==> config.mk <==
export PLATFORM = sky130hd
export DESIGN_NAME = alu_arbiter
export DESIGN_NICKNAME = d
export VERILOG_FILES = /design/src/rtl/alu_arbiter.sv
export SDC_FILE = /design/constraint.sdc
export NUM_CORES = 1
export LEC_CHECK = 0
export BUFFER_PORTS_ARGS = -buffer_cell sky130_fd_sc_hd__buf_2
export CAP_MARGIN = 25
export CELL_PAD_IN_SITES_DETAIL_PLACEMENT = 1
export CELL_PAD_IN_SITES_GLOBAL_PLACEMENT = 1
export CORE_ASPECT_RATIO = 1.1
export CORE_MARGIN = 2
export CORE_UTILIZATION = 31
export CTS_BUF_LIST = sky130_fd_sc_hd__clkbuf_8
export DETAILED_ROUTE_END_ITERATION = 8
export HOLD_SLACK_MARGIN = 0.12
export PLACE_DENSITY_LB_ADDON = 0.1
export SYNTH_ARGS = -nofsm -noshare
export SYNTH_HDL_FRONTEND = slang
export SYNTH_SLANG_ARGS = --single-unit
==> constraint.sdc <==
create_clock -name clk -period 1.2 [get_ports clk]
set_input_delay 0 -clock clk [delete_from_list [all_inputs] [get_ports clk]]
set_output_delay 0 -clock clk [all_outputs]
set_load 0.1 [all_outputs]
==> src/rtl/alu_arbiter.sv <==
`default_nettype none
// ============================================================================
// Module   : alu_arbiter
// Purpose  : Shares one combinational ALU between requester A (execute stage)
//            and requester B (address/branch helper). Round-robin arbitration
//            with a bounded back-to-back lock for A. Accepted operations pass
//            through a registered issue stage, then a registered response
//            stage. ALU outputs that carry no meaning for the opcode are
//            masked off at capture.
// Ports    : clk, reset (async, active-high)
//            a_valid/a_ready/a_op/a_ra/a_rb/a_lock  - requester A
//            b_valid/b_ready/b_op/b_ra/b_rb         - requester B
//            alu_op/alu_ra/alu_rb                   - to ALU
//            alu_res/alu_car/alu_zero/alu_jump      - from ALU
//            rsp_valid/rsp_ready/rsp_id/rsp_res/rsp_car/rsp_zero/rsp_jump
//            busy - an operation is in the issue or response stage
// Revision : 1.0 - initial release
// ============================================================================
module alu_arbiter #(
    parameter int REG_WIDTH = 8,
    parameter int OP_WIDTH  = 3,
    parameter int LOCK_MAX  = 4
) (
    input  logic                 clk,
    input  logic                 reset,
    input  logic                 a_valid,
    output logic                 a_ready,
    input  logic [OP_WIDTH-1:0]  a_op,
    input  logic [REG_WIDTH-1:0] a_ra,
    input  logic [REG_WIDTH-1:0] a_rb,
    input  logic                 a_lock,
    input  logic                 b_valid,
    output logic                 b_ready,
    input  logic [OP_WIDTH-1:0]  b_op,
    input  logic [REG_WIDTH-1:0] b_ra,
    input  logic [REG_WIDTH-1:0] b_rb,
    output logic [OP_WIDTH-1:0]  alu_op,
    output logic [REG_WIDTH-1:0] alu_ra,
    output logic [REG_WIDTH-1:0] alu_rb,
    input  logic [REG_WIDTH-1:0] alu_res,
    input  logic [REG_WIDTH-1:0] alu_car,
    input  logic                 alu_zero,
    input  logic                 alu_jump,
    output logic                 rsp_valid,
    input  logic                 rsp_ready,
    output logic                 rsp_id,
    output logic [REG_WIDTH-1:0] rsp_res,
    output logic [REG_WIDTH-1:0] rsp_car,
    output logic                 rsp_zero,
    output logic                 rsp_jump,
    output logic                 busy
);

    localparam int                c_LOCK_W    = $clog2(LOCK_MAX + 1);
    localparam logic [c_LOCK_W-1:0] c_LOCK_MAX = c_LOCK_W'(LOCK_MAX);
    localparam logic [OP_WIDTH-1:0] c_OP_CAR0  = OP_WIDTH'(3);
    localparam logic [OP_WIDTH-1:0] c_OP_CAR1  = OP_WIDTH'(4);
    localparam logic [OP_WIDTH-1:0] c_OP_CAR2  = OP_WIDTH'(5);
    localparam logic [OP_WIDTH-1:0] c_OP_BRCH  = OP_WIDTH'(6);

    // Issue stage
    logic                 r_issue_vld;
    logic                 r_issue_id;
    logic [OP_WIDTH-1:0]  r_issue_op;
    logic [REG_WIDTH-1:0] r_issue_ra;
    logic [REG_WIDTH-1:0] r_issue_rb;
    // Response stage
    logic                 r_rsp_vld;
    logic                 r_rsp_id;
    logic [REG_WIDTH-1:0] r_rsp_res;
    logic [REG_WIDTH-1:0] r_rsp_car;
    logic                 r_rsp_zero;
    logic                 r_rsp_jump;
    // Arbitration state
    logic                 r_last_gnt;     // 0 = A, 1 = B
    logic [c_LOCK_W-1:0]  r_lock_cnt;

    logic                 w_advance;
    logic                 w_can_accept;
    logic                 w_lock_win;
    logic                 w_a_gnt;
    logic                 w_b_gnt;
    logic                 w_a_acc;
    logic                 w_b_acc;
    logic                 w_accept;
    logic                 w_capture;
    logic                 w_car_op;
    logic                 w_is_branch;
    logic [REG_WIDTH-1:0] w_res_m;
    logic [REG_WIDTH-1:0] w_car_m;
    logic                 w_jump_m;
    logic                 w_unused_zero;

    // The zero flag is recomputed from the masked result, so the ALU's own
    // flag would be wrong for branch ops; it is intentionally left unused.
    assign w_unused_zero = alu_zero;

    assign w_advance    = ~r_rsp_vld | rsp_ready;
    assign w_can_accept = ~r_issue_vld | w_advance;
    assign w_lock_win   = a_lock & (r_lock_cnt < c_LOCK_MAX);

    // With both valid, A wins if B went last or A holds an unexpired lock.
    assign w_a_gnt = w_can_accept & a_valid & (~b_valid | w_lock_win | r_last_gnt);
    assign w_b_gnt = w_can_accept & b_valid & ~(a_valid & (w_lock_win | r_last_gnt));

    // Readys are forced low during reset so every output reads 0.
    assign a_ready  = w_a_gnt & ~reset;
    assign b_ready  = w_b_gnt & ~reset;
    assign w_a_acc  = a_valid & a_ready;
    assign w_b_acc  = b_valid & b_ready;
    assign w_accept = w_a_acc | w_b_acc;

    assign w_capture = r_issue_vld & w_advance;

    // Output masking for fields the opcode does not define
    assign w_car_op    = (r_issue_op == c_OP_CAR0) | (r_issue_op == c_OP_CAR1) |
                         (r_issue_op == c_OP_CAR2);
    assign w_is_branch = (r_issue_op == c_OP_BRCH);
    assign w_res_m     = w_is_branch ? '0 : alu_res;
    assign w_car_m     = w_car_op ? alu_car : '0;
    assign w_jump_m    = w_is_branch & alu_jump;

    always_ff @(posedge clk or posedge reset) begin
        if (reset) begin
            r_issue_vld <= 1'b0;
            r_issue_id  <= 1'b0;
            r_issue_op  <= '0;
            r_issue_ra  <= '0;
            r_issue_rb  <= '0;
            r_last_gnt  <= 1'b1;
        end else begin
            if (w_accept) begin
                r_issue_vld <= 1'b1;
                r_issue_id  <= w_b_acc;
                r_issue_op  <= w_b_acc ? b_op : a_op;
                r_issue_ra  <= w_b_acc ? b_ra : a_ra;
                r_issue_rb  <= w_b_acc ? b_rb : a_rb;
                r_last_gnt  <= w_b_acc;
            end else if (w_advance) begin
                r_issue_vld <= 1'b0;
            end
        end
    end

    always_ff @(posedge clk or posedge reset) begin
        if (reset) begin
            r_lock_cnt <= '0;
        end else if (w_b_acc || !a_lock) begin
            r_lock_cnt <= '0;
        end else if (w_a_acc && b_valid && (r_lock_cnt != c_LOCK_MAX)) begin
            r_lock_cnt <= r_lock_cnt + c_LOCK_W'(1);
        end
    end

    always_ff @(posedge clk or posedge reset) begin
        if (reset) begin
            r_rsp_vld  <= 1'b0;
            r_rsp_id   <= 1'b0;
            r_rsp_res  <= '0;
            r_rsp_car  <= '0;
            r_rsp_zero <= 1'b0;
            r_rsp_jump <= 1'b0;
        end else if (w_capture) begin
            r_rsp_vld  <= 1'b1;
            r_rsp_id   <= r_issue_id;
            r_rsp_res  <= w_res_m;
            r_rsp_car  <= w_car_m;
            r_rsp_zero <= (w_res_m == '0);
            r_rsp_jump <= w_jump_m;
        end else if (rsp_ready) begin
            r_rsp_vld  <= 1'b0;
        end
    end

    assign alu_op    = r_issue_vld ? r_issue_op : '0;
    assign alu_ra    = r_issue_vld ? r_issue_ra : '0;
    assign alu_rb    = r_issue_vld ? r_issue_rb : '0;

    assign rsp_valid = r_rsp_vld;
    assign rsp_id    = r_rsp_id;
    assign rsp_res   = r_rsp_res;
    assign rsp_car   = r_rsp_car;
    assign rsp_zero  = r_rsp_zero;
    assign rsp_jump  = r_rsp_jump;
    assign busy      = r_issue_vld | r_rsp_vld;

endmodule
`default_nettype wire

==> key figures <==
Finish
  • Register Area: 1130 um2
  • Share of cells above drive strength 1: 45.1%
  • Synth-to-layout area growth: 96.3%
  • N_diodes: 0
  • Final #Nets: 480
  • Fillcell total: 758
  • Footprint of the multi-input gates: 1150 um2
  • Layout Utilization: 62.5%

Yosys
  • Most common cell in the netlist: dfrtp_1
  • EDFF count, synth: 0
  • Synth top area share: 49.6%
  • Synth Cell Area: 2220 um2
  • Post-synth top cells: dfrtp_1 (44), nor2_1 (23)
  • Unique cell type count in the Yosys netlist: 34
  • Synth Flop Type: dfrtp_1
  • Synth top area cells: dfrtp_1 (50%), a22o_1 (6.3%), a31oi_1 (5.6%)
  • Asr flop ratio synth: 100%
  • Yosys warning total: 0
  • Post-synth net total: 291
  • Mean Syn Cell Area: 9.78 um2
  • Post-synthesis cell count: 227
  • Seq/Total Area, Yosys: 50.8%
  • Dominant cell type by area after synthesis: dfrtp_1
  • #FFs+latches synth: 45

Routing
  • Drt pass-1 iters: 4
  • Antenna Nets Post-Route: 0
  • DR WL/cell: 18.4 um
  • Final WL: 9250 um
  • Vias/cell: 5.13
  • Initial drt markers: 67
  • Residual DRC count: 0
  • Routed vias: 2576

Setup path
  • R2R Path Start: rsp_valid
  • Critical path's largest stage delay: 510 ps
  • Critical Path End Type: primary output
  • Sequence of cells on the critical path: nand3b_4 -> buf_6 -> nand3_4 -> a21oi_4 -> buf_12
  • Critical path arrival: 1500 ps
  • Worst EP required: 1200 ps
  • CP Class: flip-flop to primary output
  • Critical path buffer and inverter count: 2
  • Startpoint types: flip-flop
  • R2R Path End: r_issue_rb[0]
  • Worst reg2reg path depth: 6
  • FF-to-FF setup slack: -290 ps
  • CP top delay family: flip-flops
  • Critical-path top delay cell: dfrtp_4
  • Worst Path Max Fanout: 4

Clock network
  • Clock-pin slew on the worst setup and hold paths: 80 ps
  • Num CTS Buffers: 5
  • Root Buffer: clkbuf_8
  • CTS max path bufs: 2
  • CTS tree: done
  • Worst-Skew Late Latency: 300 ps
  • Clock sinks: 45
  • H-Tree Level Count: 2

Placement
  • Worst slack, placed: -154 ps
  • Routability cong.: 0.731
  • HPWL Detailed: 4750 um
  • I/O Buffers: 102

Timing
  • Setup ws final: -301 ps
  • Clock skew: 8.43 ps
  • Final setup fails: 59
  • Worst-margin pin slew: 590 ps
  • Max-slew violations: 0
  • RSZ-0062 raised after global routing: yes
  • Fin Setup TNS: -9360 ps
  • Fmax: 666 MHz
  • Fin crit period: 1500 ps
  • Final period util: 125%
  • Rel. slew slack: 60.7%
  • Final hold violation count: 0

Die
  • Die height: 92.7 um
  • Starting Density: 31.9%
  • Die Span X: 84.7 um
  • Row Count: 32
  • Die area: 7850 um2
  • IO Count: 104
  • Core Footprint: 6970 um2

Power
  • PD cells: 1570 nW/um2
  • Clk pwr share: 13.8%
  • P_sw: 3.34 mW
  • Internal: 3.49 mW
  • Sequential share of power: 29.0%
  • Leakage: 1.99 nW
  • Comb pwr share: 57.2%
  • Peak VDD IR: 1.09 mV
  • Sw frac: 48.9%

GRT
  • First-pass GRT wire length: 14900 um
  • Vias in the first global route: 2909
  • Global route overflow: 0
  • Largest net degree at the start of global routing: 46
  • Gr usage total: 24.0%
  • Initial antenna violation count: 0

Run status
  • Status: finished with violations
  • Failing checks: negative setup slack

Worst hold path
  • Hold_sp: b_valid
  • Hold Path Stages: 4
  • Worst Hold Class: input port to flip-flop
  • Hold worst-path end: r_issue_vld

Run
  • Max Cap Viol: 0
[worst max path at each step]
| stage | startpoint | cells past startpoint | slack [ps] | endpoint |
|---|---|---|---|---|
| after CTS | rsp_valid | 4 | -300 | b_ready |
| after global placement | r_lock_cnt[0] | 5 | -100 | r_lock_cnt[2] |
| final | rsp_valid | 5 | -300 | a_ready |
| after detailed placement | rsp_valid | 5 | -150 | r_issue_ra[3] |
| after global routing | rsp_valid | 5 | -360 | a_ready |
| after floorplan | rsp_valid | 4 | -330 | r_issue_id |
[repair_timing]
action | in CTS | in global routing
setup endpoints to repair | 64 | 65
endpoints found under the hold margin | 83 | 0
gates resized for setup | 51 | 6
gates cloned | 6 | 1
pin swaps | 14 | 3
buffers inserted | 13 | 3
hold buffers | 59 | 0
[per-stage QoR]
step | instances | hold slack (ps) | instance area [um2] | power, mW
2_1_floorplan | 227 | 18.8 | 2320 | 4.47
3_3_place_gp | 416 | 223 | 3310 | 5.38
3_5_place_dp | 416 | 224 | 3310 | 5.42
4_1_cts | 501 | 120 | 4320 | 6.81
5_1_grt | 502 | 145 | 4360 | 7.11
6_report | 502 | 127 | 4360 | 6.83
[layout by cell type, fill, tap and decap left out, types with 2 or more instances in the layout]
| master | count |
|---|---|
| buf_6 | 9 |
| nor2_4 | 3 |
| a21o_1 | 2 |
| buf_4 | 20 |
| o21ai_0 | 20 |
| o21ai_1 | 2 |
| nand2b_1 | 3 |
| nand2_8 | 2 |
| buf_2 | 79 |
| dlygate4sd3_1 | 59 |
| nand3_1 | 19 |
| dfrtp_1 | 42 |
| inv_1 | 3 |
| o22ai_1 | 3 |
| o21a_4 | 2 |
| clkinvlp_4 | 2 |
| buf_12 | 27 |
| nor4_1 | 2 |
| mux2_2 | 2 |
| and2_4 | 19 |
| clkbuf_8 | 5 |
| a31oi_1 | 20 |
| a22o_1 | 16 |
| nor2_1 | 21 |
| buf_16 | 2 |
| nand2_1 | 11 |
[kinds of logic (layout without fill, tap and decap cells)]
family,Yosys count,in the layout,share of synthesized area [%]
simple gates,87,87,19.9
compound gates,71,72,21.8
flops,45,45,50.8
buf+inv,20,209,5.35
fa+ha+maj,2,2,1.13
mux,2,2,1.01
[flip-flops by register name (all words and copies together), names as in the netlist]
register	cells
r_issue_id	1
r_issue_op	3
r_issue_ra	8
r_issue_rb	8
r_issue_vld	1
r_last_gnt	1
r_lock_cnt	3
rsp_car	8
rsp_id	1
rsp_jump	1
rsp_res	8
rsp_valid	1
rsp_zero	1
[worst register-to-register path: stages (launching register included)]
cell and delay (ps):
dfrtp_4 510, nand3b_4 140, buf_4 140, o211a_4 240, clkbuf_16 180, nor2_1 50, a31oi_1 160
[per-layer routing]
metal / track usage [%] / vias up / share of wire (%) / routed length [um]
met5: 0 / - / 0 / 0
met3: 4.72 / 16 / 5.3 / 488
met2: 44.2 / 93 / 55 / 5080
li1: - / 1193 / - / -
met1: 27.3 / 1274 / 38 / 3490
met4: 8.33 / 0 / 2.1 / 194
[layout make-up]
cell class,instances,share of cell area [%]
Clock buffer,5,1.58
Tap cell,85,2.44
Inverter,3,0.345
Timing Repair Buffer,198,43.0
Clock inverter,3,0.345
Multi-Input combinational cell,163,26.3
Sequential cell,45,26.0
[power by group through the flow]
| stage | clock network [mW] | registers, mW | logic, mW |
|---|---|---|---|
| final | 0.943 | 1.98 | 3.91 |
| after global routing | 1.02 | 2.02 | 4.06 |
| after CTS | 0.965 | 1.97 | 3.87 |
| after detailed placement | 0 | 1.99 | 3.42 |
| after global placement | 0 | 1.98 | 3.41 |
| after floorplan | 0 | 3.04 | 1.42 |
Note: power is estimated with default switching activity, not from simulation.
